--- config.mk ---
export PLATFORM = sky130hd
export DESIGN_NAME = mem_access_unit
export DESIGN_NICKNAME = d
export VERILOG_FILES = /design/src/rtl/mem_access_unit.sv
export SDC_FILE = /design/constraint.sdc
export NUM_CORES = 1
export LEC_CHECK = 0
export BUFFER_PORTS_ARGS = -buffer_cell sky130_fd_sc_hd__buf_2
export CAP_MARGIN = 20
export CORE_AREA = 2 2 153 110
export CTS_CLUSTER_DIAMETER = 150
export CTS_CLUSTER_SIZE = 24
export DETAILED_ROUTE_END_ITERATION = 8
export DIE_AREA = 0 0 155 112
export PLACE_DENSITY = 0.71
export SLEW_MARGIN = 30
export SYNTH_ARGS = -nofsm -noshare
export SYNTH_HDL_FRONTEND = slang
export SYNTH_SLANG_ARGS = --single-unit
--- constraint.sdc ---
create_clock -name clock -period 4.2 [get_ports clock]
set_clock_uncertainty 0.2 [all_clocks]
set_input_delay 0.42 -clock clock [delete_from_list [all_inputs] [get_ports clock]]
set_output_delay 0.42 -clock clock [all_outputs]
set_load 0.005 [all_outputs]
--- src/rtl/mem_access_unit.sv ---
// mem_access_unit: one-at-a-time byte/half/word load/store sequencer in front
// of a word-addressed synchronous memory. Sub-word stores are read-modify-write;
// loads return the selected lane zero-extended and right-justified.
// Optional build macro: MAU_ALIGN_CHECK_EN adds the misalign output and
// completes misaligned half/word requests immediately without touching memory.
module mem_access_unit #(
  parameter int MEM_LATENCY = 1
) (
  input  logic        clock,
  input  logic        reset,
  input  logic        req_valid,
  output logic        req_ready,
  input  logic        req_write,
  input  logic [1:0]  req_size,
  input  logic [31:0] req_addr,
  input  logic [31:0] req_wdata,
  output logic        resp_valid,
  output logic [31:0] resp_rdata,
  output logic [31:0] mem_addr,
  output logic        mem_rd,
  output logic        mem_wr,
  output logic [31:0] mem_wdata,
  input  logic [31:0] mem_rdata
`ifdef MAU_ALIGN_CHECK_EN
  ,
  output logic        misalign
`endif
);

  typedef enum logic [2:0] {S_IDLE, S_READ, S_WAIT, S_WRITE, S_DONE} state_t;

  // WAIT lasts MEM_LATENCY-1 cycles; the counter is loaded with one less than that.
  localparam logic [1:0] WAIT_INIT    = (MEM_LATENCY > 1) ? 2'(MEM_LATENCY - 2) : 2'd0;
  localparam bit         SINGLE_CYCLE = (MEM_LATENCY == 1);

  state_t      state_q, state_d;
  logic [1:0]  wait_cnt_q, wait_cnt_d;
  logic [31:0] addr_q, wdata_q;
  logic [1:0]  size_q;
  logic        write_q;

  logic        accept;
  logic        capture;
  logic        req_misaligned;
  logic [31:0] cur_addr;

  logic        resp_valid_d, mem_rd_d, mem_wr_d;
  logic [31:0] resp_rdata_d, mem_addr_d, mem_wdata_d;
`ifdef MAU_ALIGN_CHECK_EN
  logic        misalign_d;
`endif

  // Size code 00 behaves as a full word.
  function automatic logic is_word(input logic [1:0] sz);
    return (sz == 2'b11) || (sz == 2'b00);
  endfunction

  // Replace only the addressed lane of the old word with right-justified store data.
  function automatic logic [31:0] merge_word(input logic [31:0] old_w, input logic [31:0] wd,
                                             input logic [1:0] lane, input logic [1:0] sz);
    logic [31:0] w;
    w = old_w;
    if (sz == 2'b01)      w[8*lane +: 8]      = wd[7:0];
    else if (sz == 2'b10) w[16*lane[1] +: 16] = wd[15:0];
    else                  w                   = wd;
    return w;
  endfunction

  // Pull the addressed lane down to bit 0 and zero-extend it.
  function automatic logic [31:0] extract(input logic [31:0] w, input logic [1:0] lane,
                                          input logic [1:0] sz);
    logic [31:0] r;
    case (sz)
      2'b01:   r = {24'b0, w[8*lane +: 8]};
      2'b10:   r = {16'b0, w[16*lane[1] +: 16]};
      default: r = w;
    endcase
    return r;
  endfunction

  assign req_ready = (state_q == S_IDLE) && !reset;
  assign accept    = req_valid && (state_q == S_IDLE);
  // The old/read word is taken on the last cycle of the memory latency window.
  assign capture   = ((state_q == S_READ) && SINGLE_CYCLE) ||
                     ((state_q == S_WAIT) && (wait_cnt_q == 2'd0));
  assign cur_addr  = (state_q == S_IDLE) ? req_addr : addr_q;

`ifdef MAU_ALIGN_CHECK_EN
  assign req_misaligned = ((req_size == 2'b10) && req_addr[0]) ||
                          (is_word(req_size) && (req_addr[1:0] != 2'b00));
`else
  assign req_misaligned = 1'b0;
`endif

  // State register and latency counter.
  always_ff @(posedge clock) begin
    if (reset) begin
      state_q    <= S_IDLE;
      wait_cnt_q <= 2'd0;
    end else begin
      state_q    <= state_d;
      wait_cnt_q <= wait_cnt_d;
    end
  end

  // Request latch: captured once on accept, held until the next IDLE.
  always_ff @(posedge clock) begin
    if (reset) begin
      addr_q  <= '0;
      wdata_q <= '0;
      size_q  <= '0;
      write_q <= 1'b0;
    end else if (accept) begin
      addr_q  <= req_addr;
      wdata_q <= req_wdata;
      size_q  <= req_size;
      write_q <= req_write;
    end
  end

  // Next-state logic.
  always_comb begin
    state_d    = state_q;
    wait_cnt_d = wait_cnt_q;
    case (state_q)
      S_IDLE: begin
        if (req_valid) begin
          if (req_misaligned)                          state_d = S_DONE;
          else if (req_write && is_word(req_size))     state_d = S_WRITE;
          else                                         state_d = S_READ;
        end
      end
      S_READ: begin
        if (SINGLE_CYCLE) begin
          state_d = write_q ? S_WRITE : S_DONE;
        end else begin
          state_d    = S_WAIT;
          wait_cnt_d = WAIT_INIT;
        end
      end
      S_WAIT: begin
        if (wait_cnt_q == 2'd0) state_d = write_q ? S_WRITE : S_DONE;
        else                    wait_cnt_d = wait_cnt_q - 2'd1;
      end
      S_WRITE: state_d = S_DONE;
      S_DONE:  state_d = S_IDLE;
      default: state_d = S_IDLE;
    endcase
  end

  // Output decode from the next state so every output comes straight from a flop.
  always_comb begin
    mem_rd_d     = (state_d == S_READ);
    mem_wr_d     = (state_d == S_WRITE);
    resp_valid_d = (state_d == S_DONE);
    mem_addr_d   = (state_d inside {S_READ, S_WAIT, S_WRITE}) ? {cur_addr[31:2], 2'b00} : '0;
    mem_wdata_d  = '0;
    if (state_d == S_WRITE)
      mem_wdata_d = capture ? merge_word(mem_rdata, wdata_q, addr_q[1:0], size_q) : req_wdata;
    resp_rdata_d = '0;
    if (capture && !write_q)
      resp_rdata_d = extract(mem_rdata, addr_q[1:0], size_q);
`ifdef MAU_ALIGN_CHECK_EN
    misalign_d = accept && req_misaligned;
`endif
  end

  // Output registers; reset clears every strobe and data output.
  always_ff @(posedge clock) begin
    if (reset) begin
      resp_valid <= 1'b0;
      resp_rdata <= '0;
      mem_addr   <= '0;
      mem_rd     <= 1'b0;
      mem_wr     <= 1'b0;
      mem_wdata  <= '0;
`ifdef MAU_ALIGN_CHECK_EN
      misalign   <= 1'b0;
`endif
    end else begin
      resp_valid <= resp_valid_d;
      resp_rdata <= resp_rdata_d;
      mem_addr   <= mem_addr_d;
      mem_rd     <= mem_rd_d;
      mem_wr     <= mem_wr_d;
      mem_wdata  <= mem_wdata_d;
`ifdef MAU_ALIGN_CHECK_EN
      misalign   <= misalign_d;
`endif
    end
  end

endmodule

==> flow_summary_export.csv <==
group,metric,value,unit
detailed_routing,routed_via_density,5.56,
floorplan,die_width,155,microns
finish,nets,1132,
pwr,p_leak,3.89,nW
finish,syn_to_final_growth,23.6,%
logic_synthesis,yosysWarningCount,0,
place,gp_congestion,0.972,
floorplan,start_util,0.453,
clock_tree,cts_buffer_depth,2,
detailed_routing,route.detailed.drc,0,
clock_tree,clock_latency,0.42,ns
floorplan,pin_count,202,
sta,slew_violations,0,
setup_path,critPathCaptureType,"flip-flop",
clock_tree,ctsHoldBuffers,0,
clock_tree,numCtsBuffers,17,
place,hpwl,15500,microns
global_route,grt_max_degree,75,
place,dpl_cell_area,8290,sq um
detailed_routing,drtAntennaViolNets,0,
detailed_routing,drt_wl_total,22500,microns
global_route,grt_pass1_vias,6146,
place,placed_cells,1208,
global_route,grt_pass1_wl,34900,microns
detailed_routing,drt-met1-wl,10500,microns
sta,holdWs,0.0383,ns
logic_synthesis,synth.distinct_cells,45,
logic_synthesis,synth_edf_count,0,
sta,finalSetupViolations,0,
floorplan,die-area,17400,sq um
setup_path,path_class,"reg2reg",
logic_synthesis,synth.area.top_cells,"dfxtp_1, nand2_1, a21oi_1",
floorplan,die-height,112,microns
setup_path,ff2ff_path_depth,4,
min_path,worstHoldPathCells,3,
min_path,hold_class,"in2reg",
logic_synthesis,ys_ff_latch,169,
global_route,grt_antenna_before_repair,1,
finish,layout-drive-gt1-share,0.261,
clock_tree,htreeDepth,4,
finish,design_area,8930,sq um
global_route,grt.overflow.total,0,
floorplan,design.core.area,16000,sq um
sta,rsz0062_at_grt,"no",
clock_tree,post_cts_buffers,0,
sta,relSlewSlack,0.424,
sta,tns,0,ns
sta,period_minus_slack,2.63,ns
detailed_routing,wl_met2,9250,microns
sta,fmax,380,MHz
logic_synthesis,async_flop_share,0,
global_route,grt_use_total,0.258,
pwr,powerDensity,476,nW/um^2
flow_run,drv_cap,0,
logic_synthesis,postSynthAreaPerCell,8.39,sq um
setup_path,cp_max_fo,23,
place,port-buffer-count,199,
sta,worst_pin_slew,0.865,ns
setup_path,crit_path_start_kind,"flip-flop",
detailed_routing,wl_per_cell,18.2,microns
logic_synthesis,yosysTopAreaCell,"dfxtp_1",
detailed_routing,firstDrtPassIters,5,
sta,timing.final.crit_share,0.626,
logic_synthesis,syn_area,7230,sq um
setup_path,cp_data_arrival_time,2.72,ns
outcome,status,"finished clean",
logic_synthesis,seq_area_frac_synth,0.468,
detailed_routing,dr_total_vias,6898,
finish,layout.cells.non_filler,1241,
floorplan,row_count,39,
setup_path,r2r_slack,1.57,ns
logic_synthesis,netlist.area_leader.share,0.468,
clock_tree,cts.sinks,169,
clock_tree,cts-root-buf,"clkbuf_16",
clock_tree,cts_tree,"built",
detailed_routing,met3WireLength,2350,microns
detailed_routing,highest_layer,"met4",
setup_path,worstPathRequired,4.29,ns
logic_synthesis,ys.flop_type,"dfxtp_1",
sta,hold_violations,0,
detailed_routing,drt_iter0_drc,800,
logic_synthesis,synthCells,861,
clock_tree,cts.clk_slew.worst_paths,0.07,ns
pwr,irDropWorstVdd,0.254,mV
clock_tree,cts_resized,0,
==> worst max-delay path, cell delays in order (launching register included) <==
cell and delay (ns):
dfxtp_1 0.57, nand2b_1 0.25, o311a_1 0.38, a211o_1 0.63, nor3_1 0.46
==> where the power goes <==
group	internal [mW]	total [mW]	switching (mW)
Clock	1.04	1.71	0.675
Combinational	0.276	0.739	0.463
Sequential	1.71	1.80	0.0863
==> registers in the layout (all words and copies together), names as in the netlist <==
name / count
addr_q: 32
wdata_q: 32
state_q: 3
mem_addr: 30
mem_wr: 1
size_q: 2
mem_wdata: 32
resp_valid: 1
mem_rd: 1
wait_cnt_q: 2
resp_rdata: 32
write_q: 1
==> metrics by stage <==
stage	setup slack, ns	util	power, mW
6_report	1.57	0.560	4.25
5_1_grt	1.40	0.560	4.44
4_1_cts	1.58	0.559	4.27
3_5_place_dp	1.60	0.519	2.56
3_3_place_gp	1.66	0.519	2.55
2_1_floorplan	1.88	-	2.30
==> cells in the mapped netlist, drive strengths merged (10+ instances only) <==
library cell / instances
nand2: 229
dfxtp: 169
a21oi: 141
clkbuf: 51
nor2: 41
mux2i: 25
a221oi: 24
buf: 21
nor3: 18
and3: 17
o211ai: 17
a221o: 16
inv: 11
mux2: 10
nand3: 10
==> placed cells by master (no fill, tap or decap), types with 3 or more instances in the layout <==
| cell | count |
|---|---|
| a21oi_1 | 141 |
| and2_1 | 3 |
| nand2_1 | 229 |
| a311o_1 | 8 |
| ha_1 | 8 |
| a221o_1 | 16 |
| nand3_1 | 10 |
| a221oi_1 | 24 |
| inv_6 | 4 |
| and3_1 | 17 |
| buf_4 | 14 |
| nand3b_1 | 3 |
| dfxtp_1 | 168 |
| nor3_1 | 17 |
| mux2_2 | 10 |
| bufinv_16 | 4 |
| clkbuf_16 | 17 |
| mux2i_1 | 25 |
| inv_1 | 10 |
| nor2_1 | 41 |
| buf_2 | 199 |
| o211ai_1 | 17 |
| mux4_2 | 8 |
| nor2b_1 | 8 |
==> metal layers <==
layer  vias to the layer above  global-route usage
met1                      3216               0.398
li1                       3313                   -
met2                       331               0.351
met5                         -                   0
met3                        38              0.0673
met4                         0              0.0698
==> area by class of cell <==
class / instances / area, sq um
Antenna cell: 1 / 2.50
Clock buffer: 20 / 457
Clock inverter: 12 / 184
Fill cell: 1461 / 7030
Inverter: 12 / 45.0
Multi-Input combinational cell: 609 / 3500
Sequential cell: 169 / 3380
Tap cell: 205 / 256
Timing Repair Buffer: 213 / 1100
==> final timing paths <==
check	start	end
min	req_addr[18]	addr_q[18]
max reg2reg	state_q[0]	mem_wdata[0]
max	state_q[0]	mem_wdata[0]
min reg2reg	addr_q[8]	addr_q[8]
==> kinds of logic after synthesis <==
group	after synthesis	share of synthesized area
multiplexers	43	0.0752
adder cells (fa/ha/maj)	8	0.0139
flip-flops	169	0.468
AO/OA/AOI/OAI	215	0.190
AND/OR/NAND/NOR	340	0.202
XOR/XNOR	1	0.00121
buffers and inverters	84	0.0490
other	1	0.000519
(Power assumes the default switching activity.)
